`src/rtl/imem_loader_if.sv`:
```
// Byte-stream ingress and instruction-memory write bus of the IMEM loader.
// Ports: in_valid/in_data/in_ready (byte stream), mem_we/mem_addr/mem_wdata (memory writes).
// master = stream source / memory sink side, slave = the loader itself.
interface imem_loader_if;
   logic        in_valid;
   logic [7:0]  in_data;
   logic        in_ready;
   logic        mem_we;
   logic [31:0] mem_addr;
   logic [31:0] mem_wdata;

   modport master (
      output in_valid, in_data,
      input  in_ready, mem_we, mem_addr, mem_wdata
   );

   modport slave (
      input  in_valid, in_data,
      output in_ready, mem_we, mem_addr, mem_wdata
   );
endinterface

```
`src/rtl/imem_loader.sv`:
```
// Purpose: parses a framed byte stream (16-bit LE word count + LE words) into instruction-memory writes.
// Latency: mem_we rises exactly 1 cycle after the 4th byte of a word is accepted; done/core_rst follow the last write by 1 cycle.
// Backpressure: in_ready is high while loading and low in DONE/ERR; restart re-arms from DONE/ERR.
// Ports: clk, rst (async, active-low), bus (imem_loader_if.slave), restart (pulse), core_rst, done, error.
// Optional: define IMEM_LOADER_CHECKSUM_EN to require a 4-byte LE trailer equal to the mod-2^32 sum of all words.
module imem_loader #(
   parameter logic [31:0] BASE_ADDR = 32'd4,
   parameter int          MAX_WORDS = 1024
) (
   input  logic               clk,
   input  logic               rst,
   imem_loader_if.slave       bus,
   input  logic               restart,
   output logic               core_rst,
   output logic               done,
   output logic               error
);

   localparam logic [31:0] MAX_W = 32'(MAX_WORDS);

   typedef enum logic [2:0] {
      HDR0,
      HDR1,
      DATA,
`ifdef IMEM_LOADER_CHECKSUM_EN
      CSUM,
`endif
      DONE,
      ERR
   } state_t;

   // State entered once the last word (or an empty header) has been consumed.
`ifdef IMEM_LOADER_CHECKSUM_EN
   localparam state_t FINISH = CSUM;
`else
   localparam state_t FINISH = DONE;
`endif

   state_t      state_q, state_d;
   logic [15:0] n_q, n_d;
   logic [1:0]  byte_cnt_q, byte_cnt_d;
   logic [15:0] word_cnt_q, word_cnt_d;
   logic [31:0] word_q, word_d;
   logic        mem_we_q, mem_we_d;
   logic [31:0] mem_addr_q, mem_addr_d;
   logic [31:0] mem_wdata_q, mem_wdata_d;
   logic        in_ready_q, in_ready_d;
   logic        done_q, done_d;
   logic        error_q, error_d;
   logic        core_rst_q, core_rst_d;
`ifdef IMEM_LOADER_CHECKSUM_EN
   logic [31:0] sum_q, sum_d;
`endif

   logic        accept;
   logic [15:0] n_full;
   logic [31:0] full_word;
   logic [31:0] word_offset;

   assign accept      = bus.in_valid && in_ready_q;
   assign n_full      = {bus.in_data, n_q[7:0]};
   // Bytes shift in from the top, so after the 4th byte the word is little-endian assembled.
   assign full_word   = {bus.in_data, word_q[31:8]};
   assign word_offset = {14'd0, word_cnt_q, 2'b00};

   always_comb begin
      state_d     = state_q;
      n_d         = n_q;
      byte_cnt_d  = byte_cnt_q;
      word_cnt_d  = word_cnt_q;
      word_d      = word_q;
      mem_we_d    = 1'b0;
      mem_addr_d  = mem_addr_q;
      mem_wdata_d = mem_wdata_q;
`ifdef IMEM_LOADER_CHECKSUM_EN
      sum_d       = sum_q;
`endif

      case (state_q)
         HDR0: begin
            if (accept) begin
               n_d[7:0] = bus.in_data;
               state_d  = HDR1;
            end
         end
         HDR1: begin
            if (accept) begin
               n_d[15:8] = bus.in_data;
               if (n_full == 16'd0) begin
                  state_d = FINISH;
               end else if ({16'd0, n_full} > MAX_W) begin
                  state_d = ERR;
               end else begin
                  state_d = DATA;
               end
            end
         end
         DATA: begin
            if (accept) begin
               byte_cnt_d = byte_cnt_q + 2'd1;
               word_d     = full_word;
               if (byte_cnt_q == 2'd3) begin
                  word_d      = '0;
                  mem_we_d    = 1'b1;
                  mem_wdata_d = full_word;
                  mem_addr_d  = BASE_ADDR + word_offset;   // wraps modulo 2^32
                  word_cnt_d  = word_cnt_q + 16'd1;
`ifdef IMEM_LOADER_CHECKSUM_EN
                  sum_d       = sum_q + full_word;
`endif
                  if (word_cnt_q == n_q - 16'd1) begin
                     state_d = FINISH;
                  end
               end
            end
         end
`ifdef IMEM_LOADER_CHECKSUM_EN
         CSUM: begin
            if (accept) begin
               byte_cnt_d = byte_cnt_q + 2'd1;
               word_d     = full_word;
               if (byte_cnt_q == 2'd3) begin
                  word_d  = '0;
                  state_d = (full_word == sum_q) ? DONE : ERR;
               end
            end
         end
`endif
         DONE, ERR: begin
            // in_ready is low here, so a byte coinciding with restart is never consumed.
            if (restart) begin
               state_d    = HDR0;
               n_d        = '0;
               byte_cnt_d = '0;
               word_cnt_d = '0;
               word_d     = '0;
`ifdef IMEM_LOADER_CHECKSUM_EN
               sum_d      = '0;
`endif
            end
         end
         default: state_d = HDR0;
      endcase

      // Outputs are registered from the next state. done is held back during
      // the final write so the core leaves reset only after its last word lands.
      in_ready_d = (state_d != DONE) && (state_d != ERR);
      done_d     = (state_d == DONE) && !mem_we_d;
      error_d    = (state_d == ERR);
      core_rst_d = !done_d;
   end

   always_ff @(posedge clk or negedge rst) begin
      if (!rst) begin
         state_q     <= HDR0;
         n_q         <= '0;
         byte_cnt_q  <= '0;
         word_cnt_q  <= '0;
         word_q      <= '0;
         mem_we_q    <= 1'b0;
         mem_addr_q  <= '0;
         mem_wdata_q <= '0;
         in_ready_q  <= 1'b1;
         done_q      <= 1'b0;
         error_q     <= 1'b0;
         core_rst_q  <= 1'b1;
`ifdef IMEM_LOADER_CHECKSUM_EN
         sum_q       <= '0;
`endif
      end else begin
         state_q     <= state_d;
         n_q         <= n_d;
         byte_cnt_q  <= byte_cnt_d;
         word_cnt_q  <= word_cnt_d;
         word_q      <= word_d;
         mem_we_q    <= mem_we_d;
         mem_addr_q  <= mem_addr_d;
         mem_wdata_q <= mem_wdata_d;
         in_ready_q  <= in_ready_d;
         done_q      <= done_d;
         error_q     <= error_d;
         core_rst_q  <= core_rst_d;
`ifdef IMEM_LOADER_CHECKSUM_EN
         sum_q       <= sum_d;
`endif
      end
   end

   assign bus.in_ready  = in_ready_q;
   assign bus.mem_we    = mem_we_q;
   assign bus.mem_addr  = mem_addr_q;
   assign bus.mem_wdata = mem_wdata_q;
   assign done          = done_q;
   assign error         = error_q;
   assign core_rst      = core_rst_q;

endmodule

```
`src/flat_wrapper.sv`:
```
// flat-port wrapper written by rule: the top's interface ports become plain ports
module imem_loader_flat 
#(
   parameter logic [31:0] BASE_ADDR = 32'd4,
   parameter int          MAX_WORDS = 1024
)
  (clk, rst, restart, core_rst, done, error, bus_in_valid, bus_in_data, bus_in_ready, bus_mem_we, bus_mem_addr, bus_mem_wdata);
  imem_loader_if bus_i ();
  input  logic clk;
  input  logic rst;
  input  logic restart;
  output logic core_rst;
  output logic done;
  output logic error;
  input wire logic [$bits(bus_i.in_valid)-1:0] bus_in_valid;
  input wire logic [$bits(bus_i.in_data)-1:0] bus_in_data;
  output wire logic [$bits(bus_i.in_ready)-1:0] bus_in_ready;
  output wire logic [$bits(bus_i.mem_we)-1:0] bus_mem_we;
  output wire logic [$bits(bus_i.mem_addr)-1:0] bus_mem_addr;
  output wire logic [$bits(bus_i.mem_wdata)-1:0] bus_mem_wdata;
  assign bus_i.in_valid = bus_in_valid;
  assign bus_i.in_data = bus_in_data;
  assign bus_in_ready = bus_i.in_ready;
  assign bus_mem_we = bus_i.mem_we;
  assign bus_mem_addr = bus_i.mem_addr;
  assign bus_mem_wdata = bus_i.mem_wdata;
  imem_loader #(.BASE_ADDR(BASE_ADDR), .MAX_WORDS(MAX_WORDS)) u_core (.clk(clk), .rst(rst), .bus(bus_i), .restart(restart), .core_rst(core_rst), .done(done), .error(error));
endmodule
```
`config.mk`:
```
export PLATFORM = sky130hd
export DESIGN_NAME = imem_loader_flat
export DESIGN_NICKNAME = d
export VERILOG_FILES = /design/src/rtl/imem_loader_if.sv /design/src/rtl/imem_loader.sv /design/src/flat_wrapper.sv
export SDC_FILE = /design/constraint.sdc
export NUM_CORES = 1
export LEC_CHECK = 0
export ABC_CLOCK_PERIOD_IN_PS = 2800
export BUFFER_PORTS_ARGS = -buffer_cell sky130_fd_sc_hd__buf_2
export CORE_MARGIN = 2
export CORE_UTILIZATION = 57
export DETAILED_ROUTE_END_ITERATION = 7
export PLACE_DENSITY = 0.8
export SETUP_SLACK_MARGIN = 0.15
export SLEW_MARGIN = 25
export SYNTH_ARGS = -nofsm -noshare
export SYNTH_HDL_FRONTEND = slang
export SYNTH_SLANG_ARGS = --single-unit
```
`constraint.sdc`:
```
create_clock -name clk -period 2.8 [get_ports clk]
set_input_delay 0.14 -clock clk [delete_from_list [all_inputs] [get_ports clk]]
set_output_delay 0.14 -clock clk [all_outputs]
set_load 0.02 [all_outputs]
```
# ---- Yosys cells after proc, flatten, opt, wreduce, memory -nomap -nowiden
# Cells that the tools add are included.
dict set report word_totals {
  wordCells 75
  input_bits 12
  reg_bits 138
  out_inout_bits 69
}
dict set report op_classes {
  eq_ne 15
  n_mux 26
  n_addsub 4
  n_reduce_logical 16
  order_cmp 1
}
# cell n
set op_table {}
lappend op_table {{32-bit 2-to-1 mux} 3}
lappend op_table {{32-bit case mux with 2 select lines} 1}
lappend op_table {{16-bit 2-to-1 mux} 3}
lappend op_table {{16-bit case mux with 2 select lines} 1}
lappend op_table {{8-bit case mux with 2 select lines} 2}
lappend op_table {{3-bit 2-to-1 mux} 8}
lappend op_table {{3-bit by 18-bit adder with 19-bit output, first input constant} 1}
lappend op_table {{16-bit by 1-bit adder with 16-bit output, second input constant} 1}
lappend op_table {{16-bit equality test} 1}
lappend op_table {{16-bit by 11-bit > comparator with 1-bit output, second input constant} 1}
lappend op_table {{16-bit logical NOT} 1}
lappend op_table {{16-bit by 1-bit subtractor with 16-bit output, second input constant} 1}
lappend op_table {{3-bit case mux with 4 select lines} 1}
lappend op_table {{3-bit AND reduction} 4}
lappend op_table {{3-bit by 2-bit equality test with 1-bit output, second input constant} 3}
lappend op_table {{8-bit 2-to-1 mux} 1}
lappend op_table {{2-bit by 1-bit != test with 1-bit output, second input constant} 4}
lappend op_table {{3-bit equality test, second input constant} 2}
lappend op_table {{2-bit nonzero test} 3}
lappend op_table {{2-bit 2-to-1 mux} 2}
lappend op_table {{2-bit case mux with 2 select lines} 1}
lappend op_table {{4-bit AND reduction} 1}
lappend op_table {{3-bit by 1-bit equality test with 1-bit output, second input constant} 1}
lappend op_table {{1-bit logical AND} 3}
lappend op_table {{9 further kinds} 12}

# ---- Depth between registers and ports, before layout
# Gate-level depths: netlist of the first run.
dict set report logic_depth {
  depth_word 9
  ltp_mapped 8
  ltp_nobuf 8
}

# ---- Least setup slack after synthesis of the first run
# OpenSTA, ideal clock, no wires.
dict set report synth_path {
  kind {reg2reg}
  start {register u_core.n_q[0]}
  end {register u_core.in_ready_q, in the netlist u_core.bus.in_ready}
  path_buffers 0
  arrival_ns 2.309
  setup_slack_ns 0.405
  required_time_ns 2.714
  synth_period_minus_slack_ns 2.395
  stages_incl_launch_ff 9
  setup_time_ns 0.086
  cell_sequence {dfrtp_1 > inv_1 > ha_1 > nor4b_4 > and4b_1 > xnor2_1 > nand3_1 > or4_1 > o41a_1}
}
dict set report synth_between {
  elab_chain_cells 8
}
# item line_no
set synth_lines {}
lappend synth_lines {{start, declared} imem_loader.sv:40} ;# logic [15:0] n_q, n_d;
lappend synth_lines {{start signal, assigned} imem_loader.sv:172} ;# n_q <= n_d;
lappend synth_lines {{16-bit by 1-bit subtractor with 16-bit output} imem_loader.sv:111} ;# if (word_cnt_q == n_q - 16'd1) begin
lappend synth_lines {{16-bit equality test} imem_loader.sv:111}
lappend synth_lines {{3-bit 2-to-1 mux} imem_loader.sv:111}
lappend synth_lines {{3-bit 2-to-1 mux} imem_loader.sv:102} ;# if (byte_cnt_q == 2'd3) begin
lappend synth_lines {{3-bit 2-to-1 mux} imem_loader.sv:99} ;# if (accept) begin
lappend synth_lines {{3-bit case mux with 4 select lines *} imem_loader.sv:79} ;# case (state_q)
lappend synth_lines {{3-bit by 2-bit != test with 1-bit output / 3-bit != test (equally long branches)} imem_loader.sv:147} ;# in_ready_d = (state_d != DONE) && (state_d != ERR);
lappend synth_lines {{1-bit logical AND *} imem_loader.sv:147}
lappend synth_lines {{named net u_core.in_ready_d} imem_loader.sv:47} ;# logic in_ready_q, in_ready_d;
lappend synth_lines {{end signal, assigned} imem_loader.sv:179} ;# in_ready_q <= in_ready_d;
lappend synth_lines {{end, declared} imem_loader.sv:47}
# The timed path passes the listed nets; every way through them passes the cells marked *.
# A chain may end at the register's enable or synchronous reset.

# ---- Worst setup path after layout of the first run
# Same ends and word-level chain as after synthesis.

==> impl_metrics.py, run 1 <==
metrics = {
    "run_status": {
        "status": "complete, no violations",
    },
    "yosys": {
        "synthAdderAreaFrac_pct": 0.688,
        "synth_compound_area_share_pct": 12.6,
        "synth_edf_count": 0,
        "yosysWarningCount": 0,
        "yosysSeqAreaShare_pct": 52.8,
        "yosys.area.top_type": "dfrtp_1",
        "synth_flop_cell": "dfrtp_1",
        "ys_ff_latch": 115,
        "yosys.area_share.simple_pct": 22.6,
        "syn_inst": 611,
        "yosysMostFrequentCell": "nand2_1",
        "synthTopCellsByArea": "dfrtp_1 52%, nand2_1 14%, o21ai_0 6.4%, xnor2_1 3.1%, buf_4 2.1%",
        "synth_top_area_share_pct": 51.8,
        "syn-mean-instance-area_um2": 8.93,
        "async_reset_ff_share_pct": 100,
        "synthMuxAreaShare_pct": 0.963,
        "synth_area_um2": 5460,
        "yosysUniqueCellTypes": 56,
        "synth_common_cells": "203 x nand2_1, 113 x dfrtp_1, 70 x o21ai_0, 28 x clkbuf_1",
        "synth_top_family_by_area": "simple AND/OR/NAND/NOR gates",
        "synthXorXnorAreaFrac_pct": 4.98,
    },
    "sta": {
        "slew-limit-headroom_pct": 50.6,
        "rsz0062_at_grt": "false",
        "fin_skew_ns": 0.00837,
        "setup_viol_count_final": 0,
        "hold_violations": 0,
        "finalSetupTns_ns": 0,
        "period_share_pct": 90.0,
        "worst_slew_pin_slew_ns": 0.741,
        "fmax_ghz": 0.397,
        "period_needed_ns": 2.52,
        "drv_slew": 0,
    },
    "power_and_ir_drop": {
        "p_leak_nw": 3.35,
        "ir_drop_uv": 597,
        "power_density_nw_per_um2": 912,
    },
    "routing": {
        "met2WireLength_um": 6050,
        "routed_wl_um": 12500,
        "drtIter0Drc": 340,
        "vias": 4508,
        "firstDrtPassIters": 5,
        "m1WireLength_um": 5400,
        "vias_per_cell": 5.50,
        "wl_met3_um": 797,
        "dr.max_layer_used": "met4",
        "wire_per_inst_um": 15.2,
        "drtAntennaViolNets": 0,
        "drc_errors": 0,
    },
    "critical_path": {
        "reg2reg_setup_slack_ns": 0.28,
        "worstReg2RegStart": "u_core.n_q[0]",
        "start_kind": "flop",
        "required_ns": 3.23,
        "critical_path_peak_fanout": 5,
        "cp-endpoint": "u_core.bus.in_ready",
        "worstSetupPathType": "flop to flop",
        "cp.arrival_ns": 2.95,
        "critPathLaunch": "u_core.n_q[0]",
        "end_kind": "flop",
        "reg2reg_depth": 8,
        "r2r_end": "u_core.bus.in_ready",
    },
    "cts": {
        "clock-sinks": 115,
        "numCtsBuffers": 17,
        "clk_pin_slew_ns": 0.06,
        "cts_root_buf": "clkbuf_8",
        "clockBufferDepth": 2,
        "cts_tree": "yes",
        "htreeDepth": 4,
        "clk_latency_ns": 0.51,
    },
    "die": {
        "die_area_um2": 10400,
        "io_pins": 81,
        "die_w_um": 102,
        "coreArea_um2": 9280,
        "fp.dieH_um": 102,
        "initial_core_util_pct": 58.8,
        "fp-row-count": 35,
    },
    "global_routing": {
        "gr-total-overflow": 0,
        "groute.usage.overall_pct": 26.0,
        "grt_max_degree": 116,
        "antenna_found_initial": 0,
        "grt_pass1_wl_um": 20900,
        "grt_pass1_vias": 4328,
    },
    "layout": {
        "utilization_pct": 70.6,
        "nets": 693,
        "antenna_cells": 0,
        "drive_gt1_share_pct": 18.4,
        "area_growth_pct": 20.1,
    },
    "place": {
        "gp_congestion": 0.856,
        "dp_hpwl_um": 7920,
        "io_buffer_count": 65,
    },
    "worst_hold_path": {
        "hold_path_class": "input port to flop",
    },
    "flow_run": {
        "drv_cap": 0,
    },
}
-- cell usage in the layout, fill, tap and decap left out, types with 10 or more instances in the layout --
cell type,synthesis,routed
a21oi_1,15,14
inv_1,11,11
o21ai_0,70,70
buf_2,2,64
nand2_1,203,202
xor2_1,12,12
dfrtp_1,113,112
xnor2_1,19,19
clkbuf_16,0,16
nand3_1,10,10
nor2_1,19,19
conb_1,1,15
-- cell type report --
type | count | area (um2)
clock buffer | 17 | 414
fill | 686 | 2730
inverter | 12 | 45.0
timing repair buffer | 83 | 498
multi-input combinational | 449 | 2360
sequential | 115 | 2880
tap | 129 | 161
clock inverter | 15 | 194
-- how the worst min path moves through the flow --
stage / startpoint / to / slack [ns] / cells past startpoint
6_report: restart / u_core.error / 0.05 / 3
5_1_grt: restart / u_core.error / 0.04 / 3
4_1_cts: restart / u_core.error / 0.03 / 3
3_5_place_dp: rst / u_core.bus.mem_wdata[20] / 0.27 / 2
3_3_place_gp: rst / u_core.bus.mem_wdata[22] / 0.26 / 2
2_1_floorplan: rst / u_core.bus.mem_addr[10] / -0.16 / 0
-- stage by stage --
step | cells | hold slack (ns) | setup WS, ns | cell area [um2] | power (W)
2_1_floorplan | 625 | -0.156 | 0.405 | 5510 | 0.00332
3_3_place_gp | 778 | 0.264 | 0.272 | 5840 | 0.00362
3_5_place_dp | 778 | 0.275 | 0.125 | 5840 | 0.00371
4_1_cts | 820 | 0.0258 | 0.196 | 6550 | 0.00597
5_1_grt | 820 | 0.0450 | 0.180 | 6550 | 0.00630
6_report | 820 | 0.0481 | 0.280 | 6550 | 0.00597
-- worst max-delay path, stage by stage (launching register included) --
cell and delay, ns:
dfrtp_2 0.45, inv_1 0.08, ha_2 0.21, nor4b_4 0.35, a21oi_2 0.13, nor4b_2 0.27, nand4_1 0.13, or4_4 0.51
o41a_1 0.32
-- flip-flops by register name, indices dropped and copies added (netlist names) --
register and flops:
u_core.bus.mem_wdata 32, u_core.word_q 24, u_core.bus.mem_addr 17, u_core.n_q 16, u_core.word_cnt_q 16, u_core.state_q 3
u_core.byte_cnt_q 2, u_core.bus.in_ready 1, u_core.bus.mem_we 1, u_core.core_rst 1, u_core.done 1, u_core.error 1
-- cell families after synthesis --
family | Yosys count
adder cells (fa/ha/maj) | 3
XOR/XNOR | 31
other | 1
multiplexers | 5
buffers and inverters | 61
flip-flops | 115
AO/OA/AOI/OAI | 118
AND/OR/NAND/NOR | 277
-- report_power, final --
group | internal [W] | switching [W]
registers | 0.00197 | 0.000377
clock network | 0.00138 | 0.000816
logic | 0.000581 | 0.000847
total | 0.00393 | 0.00204
-- what timing repair did --
action                                 CTS  global route
resized for setup                        0             3
setup buffers                            1             0
pin swaps                                0             2
hold buffers                             9             0
setup endpoints to repair                1             2
endpoints found under the hold margin  141             0
-- layer usage --
metal,vias to the layer above,global-route usage (%)
met5,-,0
met4,0,9.74
met3,21,5.61
met2,183,40.8
met1,2157,35.9
li1,2147,-
Power figures use the tool's default switching activity.
==> run 2: changes to the inputs <==
--- a/config.mk
+++ b/config.mk
@@ -7,10 +7,9 @@
 export LEC_CHECK = 0
 export ABC_CLOCK_PERIOD_IN_PS = 2800
 export BUFFER_PORTS_ARGS = -buffer_cell sky130_fd_sc_hd__buf_2
-export CORE_MARGIN = 2
-export CORE_UTILIZATION = 57
+export CORE_UTILIZATION = 55
 export DETAILED_ROUTE_END_ITERATION = 7
-export PLACE_DENSITY = 0.8
+export PLACE_DENSITY = 0.77
 export SETUP_SLACK_MARGIN = 0.15
 export SLEW_MARGIN = 25
 export SYNTH_ARGS = -nofsm -noshare
==> run 2 against run 1 <==
  * Worst hold slack better by 0.022 ns
  * Critical path depth did not move
  * First-iteration DRC count decreased by 26%
  * Fmax is 0.48% higher
  * Clock power grew 3%
  * Register-to-register slack is essentially flat
  * Cell count unchanged
  * Sequential share of layout area is 0.13 points lower
  * Utilization decreased by 0.77 points
  * Worst setup slack gained 0.012 ns
  * Power up 0.57%
  * Non-clock buffer count unchanged
==> impl_metrics.py, run 2 (synthesized netlist as in run 1, its figures left out) <==
metrics = {
    "critical_path": {
        "cp.arrival_ns": 2.95,
        "critical_path_peak_fanout": 6,
        "path_cells": "inv_1, ha_2, nor4b_4, and4b_1, xnor2_1, nand3_1, or4_4, o41a_1",
        "worstReg2RegStart": "u_core.n_q[0]",
        "critPathLaunch": "u_core.n_q[0]",
        "worstSetupPathType": "flop to flop",
        "end_kind": "flop",
        "start_kind": "flop",
        "required_ns": 3.24,
        "path_buf_inv": 1,
        "slowest_delay_ns": 0.54,
        "crit_slowest_cell": "or4_4",
        "crit_family": "simple AND/OR/NAND/NOR gates",
    },
    "global_routing": {
        "grt_pass1_vias": 4139,
        "gr-total-overflow": 0,
        "antenna_found_initial": 0,
        "grt_pass1_wl_um": 20300,
        "groute.usage.overall_pct": 26.0,
        "grt_max_degree": 80,
    },
    "layout": {
        "antenna_cells": 0,
        "area_growth_pct": 20.5,
        "final_cell_mix": "202 x nand2_1, 112 x dfrtp_1, 70 x o21ai_0, 64 x buf_2",
        "nets": 693,
        "nFillCells": 742,
        "final_common_cell": "nand2_1",
        "drive_gt1_share_pct": 18.4,
        "largest_register_ffs": 32,
    },
    "cts": {
        "clockBufferDepth": 2,
        "clk_pin_slew_ns": 0.06,
        "htreeDepth": 4,
        "cts_tree": "yes",
        "numCtsBuffers": 17,
        "clk_latency_ns": 0.52,
        "clock-sinks": 115,
        "cts_root_buf": "clkbuf_8",
    },
    "power_and_ir_drop": {
        "combPwrFrac_pct": 23.3,
        "p_seq_share_pct": 39.1,
        "switching_share_pct": 32.7,
        "power.share.clock_pct": 37.6,
        "ir_drop_uv": 565,
        "p_leak_nw": 3.35,
        "p_sw_w": 0.00196,
        "power_density_nw_per_um2": 914,
        "p_int_w": 0.00405,
    },
    "die": {
        "io_pins": 81,
        "die_w_um": 102,
        "die_area_um2": 10300,
        "fp-row-count": 35,
        "fp.dieH_um": 102,
        "initial_core_util_pct": 57.9,
        "coreArea_um2": 9420,
    },
    "place": {
        "dp_hpwl_um": 7960,
        "io_buffer_count": 65,
        "gp_congestion": 0.952,
        "place_ws_ns": 0.181,
    },
    "routing": {
        "wire_per_inst_um": 14.8,
        "vias_per_cell": 5.37,
        "vias": 4405,
        "routed_wl_um": 12200,
        "drtIter0Drc": 251,
        "drtAntennaViolNets": 0,
        "drc_errors": 0,
        "firstDrtPassIters": 6,
    },
    "sta": {
        "setup_viol_count_final": 0,
        "worst_slew_pin_slew_ns": 0.742,
        "rsz0062_at_grt": "false",
        "fin_skew_ns": 0.00815,
        "slew-limit-headroom_pct": 50.5,
        "postLayoutSetupSlackWorst_ns": 0.293,
        "fmax_ghz": 0.399,
        "period_share_pct": 89.5,
        "hold_violations": 0,
        "period_needed_ns": 2.51,
        "drv_slew": 0,
        "finalSetupTns_ns": 0,
    },
    "run_status": {
        "status": "complete, no violations",
    },
    "flow_run": {
        "drv_cap": 0,
    },
    "worst_hold_path": {
        "min-delay-start": "restart",
        "hold_path_class": "input port to flop",
    },
}
## run 2: cell types whose count changed in the layout (fill, tap and decap cells not counted), sizes merged
cell / previous run / this run
clkinv: 6 / 4
bufinv: 3 / 4
clkbuf: 17 / 20
clkinvlp: 0 / 3
inv: 18 / 13
## run 2: layout make-up
class,count,area [um2],share of cell area [%]
clock buffer,20,445,6.78
timing repair buffer,83,498,7.58
sequential,115,2880,43.8
tap,129,161,2.46
inverter,12,45.0,0.685
clock inverter,12,179,2.72
multi-input combinational,449,2360,36.0
## run 2: what timing repair did
item / CTS / global route
resized for setup: 0 / 3
setup buffers: 0 / 1
endpoints found under the hold margin: 70 / 0
hold buffers: 9 / 0
setup endpoints to repair: 0 / 2
## run 2: power groups by stage
stage | registers [W] | logic (W) | clock network [W]
3_5_place_dp | 0.00236 | 0.00135 | 0
5_1_grt | 0.00239 | 0.00159 | 0.00237
4_1_cts | 0.00234 | 0.00139 | 0.00229
2_1_floorplan | 0.00225 | 0.00107 | 0
6_report | 0.00235 | 0.00140 | 0.00226
3_3_place_gp | 0.00234 | 0.00130 | 0
## run 2: final timing paths
path                                       endpoint  slack, ns  cells past startpoint
max                             u_core.bus.in_ready       0.29                      8
min                               u_core.state_q[2]       0.07                      3
max reg2reg                     u_core.bus.in_ready       0.29                      8
min reg2reg                 u_core.bus.mem_wdata[0]       0.47                      2
max in group asynchronous      u_core.word_cnt_q[9]       1.87                      3
min in group asynchronous  u_core.bus.mem_wdata[28]       0.16                      2
## run 2: tightest hold or removal path: stages
cell and delay (ns):
buf_2 0.16, or2_2 0.15, a21oi_1 0.08
## run 2: layer usage
layer  up-vias  track usage (%)  wire (um)
met3        18             6.21        630
met5         -                0          0
met1      2108             36.2       5690
met4         0             9.92        172
li1       2145                -          -
met2       134             39.6       5670
## run 2: through the flow
stage | hold slack (ns) | area [um2] | std cells | power [W] | utilization (%)
2_1_floorplan | -0.156 | 5510 | 625 | 0.00332 | -
3_3_place_gp | 0.172 | 5840 | 778 | 0.00364 | 62.0
3_5_place_dp | 0.188 | 5840 | 778 | 0.00371 | 62.1
4_1_cts | 0.0555 | 6560 | 819 | 0.00602 | 69.7
5_1_grt | 0.0663 | 6570 | 820 | 0.00634 | 69.8
6_report | 0.0697 | 6570 | 820 | 0.00601 | 69.8
==> run 3: changes to the inputs <==
--- a/config.mk
+++ b/config.mk
@@ -5,7 +5,6 @@
 export SDC_FILE = /design/constraint.sdc
 export NUM_CORES = 1
 export LEC_CHECK = 0
-export ABC_CLOCK_PERIOD_IN_PS = 2800
 export BUFFER_PORTS_ARGS = -buffer_cell sky130_fd_sc_hd__buf_2
 export CORE_UTILIZATION = 55
 export DETAILED_ROUTE_END_ITERATION = 7
==> constraint.sdc (replaced) <==
create_clock -name clk -period 2.65 [get_ports clk]
set_input_delay 0.1325 -clock clk [delete_from_list [all_inputs] [get_ports clk]]
set_output_delay 0.1325 -clock clk [all_outputs]
set_load 0.02 [all_outputs]
==> run 3 against run 2 <==
  * Fmax rose by 6.3%
  * Critical path depth did not move
  * Utilization fell by 0.27 points
  * Cell count rose by 0.37%
  * Clock power fell by 6%
  * Via count rose by 3.4%
  * Clock-buffer cell count fell by 2
  * Non-clock buffer count rose by 3
  * Sequential power rose by 6%
  * Final area fell by 0.38%
  * Wire length rose by 3.9%
  * First-iteration DRC count rose by 51%
  * Largest power group unchanged
==> impl_metrics.py, run 3 (synthesized netlist as in run 1, its figures left out) <==
metrics = {
    "run_status": {
        "status": "complete, no violations",
    },
    "sta": {
        "setup_viol_count_final": 0,
        "period_needed_ns": 2.36,
        "rsz0062_at_grt": "false",
        "hold_violations": 0,
        "slew-limit-headroom_pct": 49.8,
        "period_share_pct": 89.0,
        "fin_skew_ns": 0.00838,
        "fmax_ghz": 0.424,
        "finalSetupTns_ns": 0,
        "drv_slew": 0,
        "worst_slew_pin_slew_ns": 0.753,
    },
    "power_and_ir_drop": {
        "combPwrFrac_pct": 25.2,
        "p_leak_nw": 3.34,
        "switching_share_pct": 35.0,
        "p_int_w": 0.00401,
        "p_sw_w": 0.00215,
        "power_density_nw_per_um2": 941,
        "power_w": 0.00616,
        "power.share.clock_pct": 34.3,
        "ir_drop_uv": 650,
        "p_seq_share_pct": 40.4,
    },
    "layout": {
        "area_growth_pct": 20.0,
        "seqCellArea_um2": 2880,
        "nets": 696,
        "design_area_um2": 6550,
        "drive_gt1_share_pct": 19.0,
        "nFillCells": 742,
        "final_cell_mix": "202 x nand2_1, 112 x dfrtp_1, 70 x o21ai_0, 64 x buf_2",
        "final_common_cell": "nand2_1",
        "antenna_cells": 0,
        "largest_register_ffs": 32,
        "multi_input_area_um2": 2380,
    },
    "critical_path": {
        "end_kind": "flop",
        "start_kind": "flop",
        "reg2reg_depth": 8,
        "r2r_end": "u_core.bus.in_ready",
        "worstSetupPathType": "flop to flop",
        "worstReg2RegStart": "u_core.n_q[1]",
        "cp.arrival_ns": 2.80,
        "required_ns": 3.09,
        "reg2reg_setup_slack_ns": 0.29,
        "critical_path_peak_fanout": 5,
    },
    "routing": {
        "met2WireLength_um": 6070,
        "vias": 4554,
        "drc_errors": 0,
        "wl_met3_um": 737,
        "routed_wl_um": 12600,
        "drtAntennaViolNets": 0,
        "wire_per_inst_um": 15.4,
        "drtIter0Drc": 380,
        "m1WireLength_um": 5590,
        "firstDrtPassIters": 6,
        "dr.max_layer_used": "met4",
        "vias_per_cell": 5.53,
    },
    "cts": {
        "clk_latency_ns": 0.52,
        "clock-sinks": 115,
        "clockBufferDepth": 2,
        "clk_pin_slew_ns": 0.06,
        "cts_root_buf": "clkbuf_8",
        "numCtsBuffers": 17,
        "cts_tree": "yes",
        "htreeDepth": 4,
    },
    "worst_hold_path": {
        "min-delay-start": "restart",
        "hold_depth": 3,
        "hold_path_class": "input port to flop",
        "whs_endpoint": "u_core.error",
    },
    "global_routing": {
        "grt_max_degree": 80,
        "grt_pass1_wl_um": 20600,
        "grt_pass1_vias": 4196,
        "gr-total-overflow": 0,
        "groute.usage.overall_pct": 26.3,
        "antenna_found_initial": 0,
    },
    "die": {
        "initial_core_util_pct": 57.9,
        "fp-row-count": 35,
        "die_w_um": 102,
        "die_area_um2": 10300,
        "fp.dieH_um": 102,
        "io_pins": 81,
        "coreArea_um2": 9420,
    },
    "place": {
        "io_buffer_count": 65,
        "postPlaceCellArea_um2": 5860,
        "gp_congestion": 0.952,
        "dp_hpwl_um": 8210,
    },
    "flow_run": {
        "drv_cap": 0,
    },
}
[run 3: cell count changes in the layout (fill, tap and decap cells not counted), sizes merged]
cell and delta:
inv +3, buf +3, bufinv -3, clkinv +3, clkinvlp -1, clkbuf -2
[run 3: power by group through the flow]
stage	clock network [W]	registers, W	logic (W)
2_1_floorplan	0	0.00238	0.00113
3_3_place_gp	0	0.00245	0.00140
3_5_place_dp	0	0.00248	0.00146
4_1_cts	0.00213	0.00246	0.00151
5_1_grt	0.00223	0.00253	0.00173
6_report	0.00212	0.00249	0.00156
[run 3: worst max-delay path by stage]
stage                             start             endpoint  slack (ns)  cells past startpoint
final                     u_core.n_q[1]  u_core.bus.in_ready        0.29                      8
after global routing      u_core.n_q[1]  u_core.bus.in_ready        0.18                      8
after CTS                 u_core.n_q[1]  u_core.bus.in_ready        0.16                      8
after detailed placement  u_core.n_q[1]  u_core.bus.in_ready        0.08                      8
after global placement    u_core.n_q[1]  u_core.bus.in_ready        0.17                      8
after floorplan           u_core.n_q[0]  u_core.bus.in_ready        0.25                      8
[run 3: stage by stage]
| step | utilization [%] | std cells | hold WS (ns) | setup WS, ns |
|---|---|---|---|---|
| final | 69.6 | 823 | 0.0622 | 0.291 |
| after global routing | 69.6 | 823 | 0.0617 | 0.178 |
| after CTS | 69.2 | 823 | 0.0402 | 0.162 |
| after detailed placement | 62.3 | 781 | 0.222 | 0.0781 |
| after global placement | 62.3 | 781 | 0.213 | 0.175 |
| after floorplan | - | 625 | -0.163 | 0.255 |
[run 3: what timing repair did]
item | CTS | global route
setup buffers | 1 | 0
gates resized for setup | 0 | 6
endpoints found under the setup margin | 1 | 2
hold buffers | 9 | 0
endpoints found under the hold margin | 81 | 0
pin swaps | 0 | 1
[run 3: final cells by class]
type / instances / share of cell area [%]
clock buffers: 18 / 6.53
clock inverters: 14 / 1.99
inverters: 12 / 0.688
multi-input cells: 449 / 36.4
flip-flops and latches: 115 / 44.0
well taps: 129 / 2.46
repair buffers: 86 / 7.95
[run 3: routing by layer]
metal  vias to the layer above  track usage, %
met2                       199            41.5
met5                         -               0
li1                       2154               -
met1                      2174            35.7
met3                        27            5.31
met4                         0            10.9
[run 3: critical path, cell delays in order, from the launching register on]
cell	delay, ns
dfrtp_2	0.44
inv_2	0.08
ha_4	0.13
nor4b_4	0.32
and4b_1	0.26
xnor2_1	0.11
nand3_1	0.08
or4_4	0.54
o41a_1	0.32
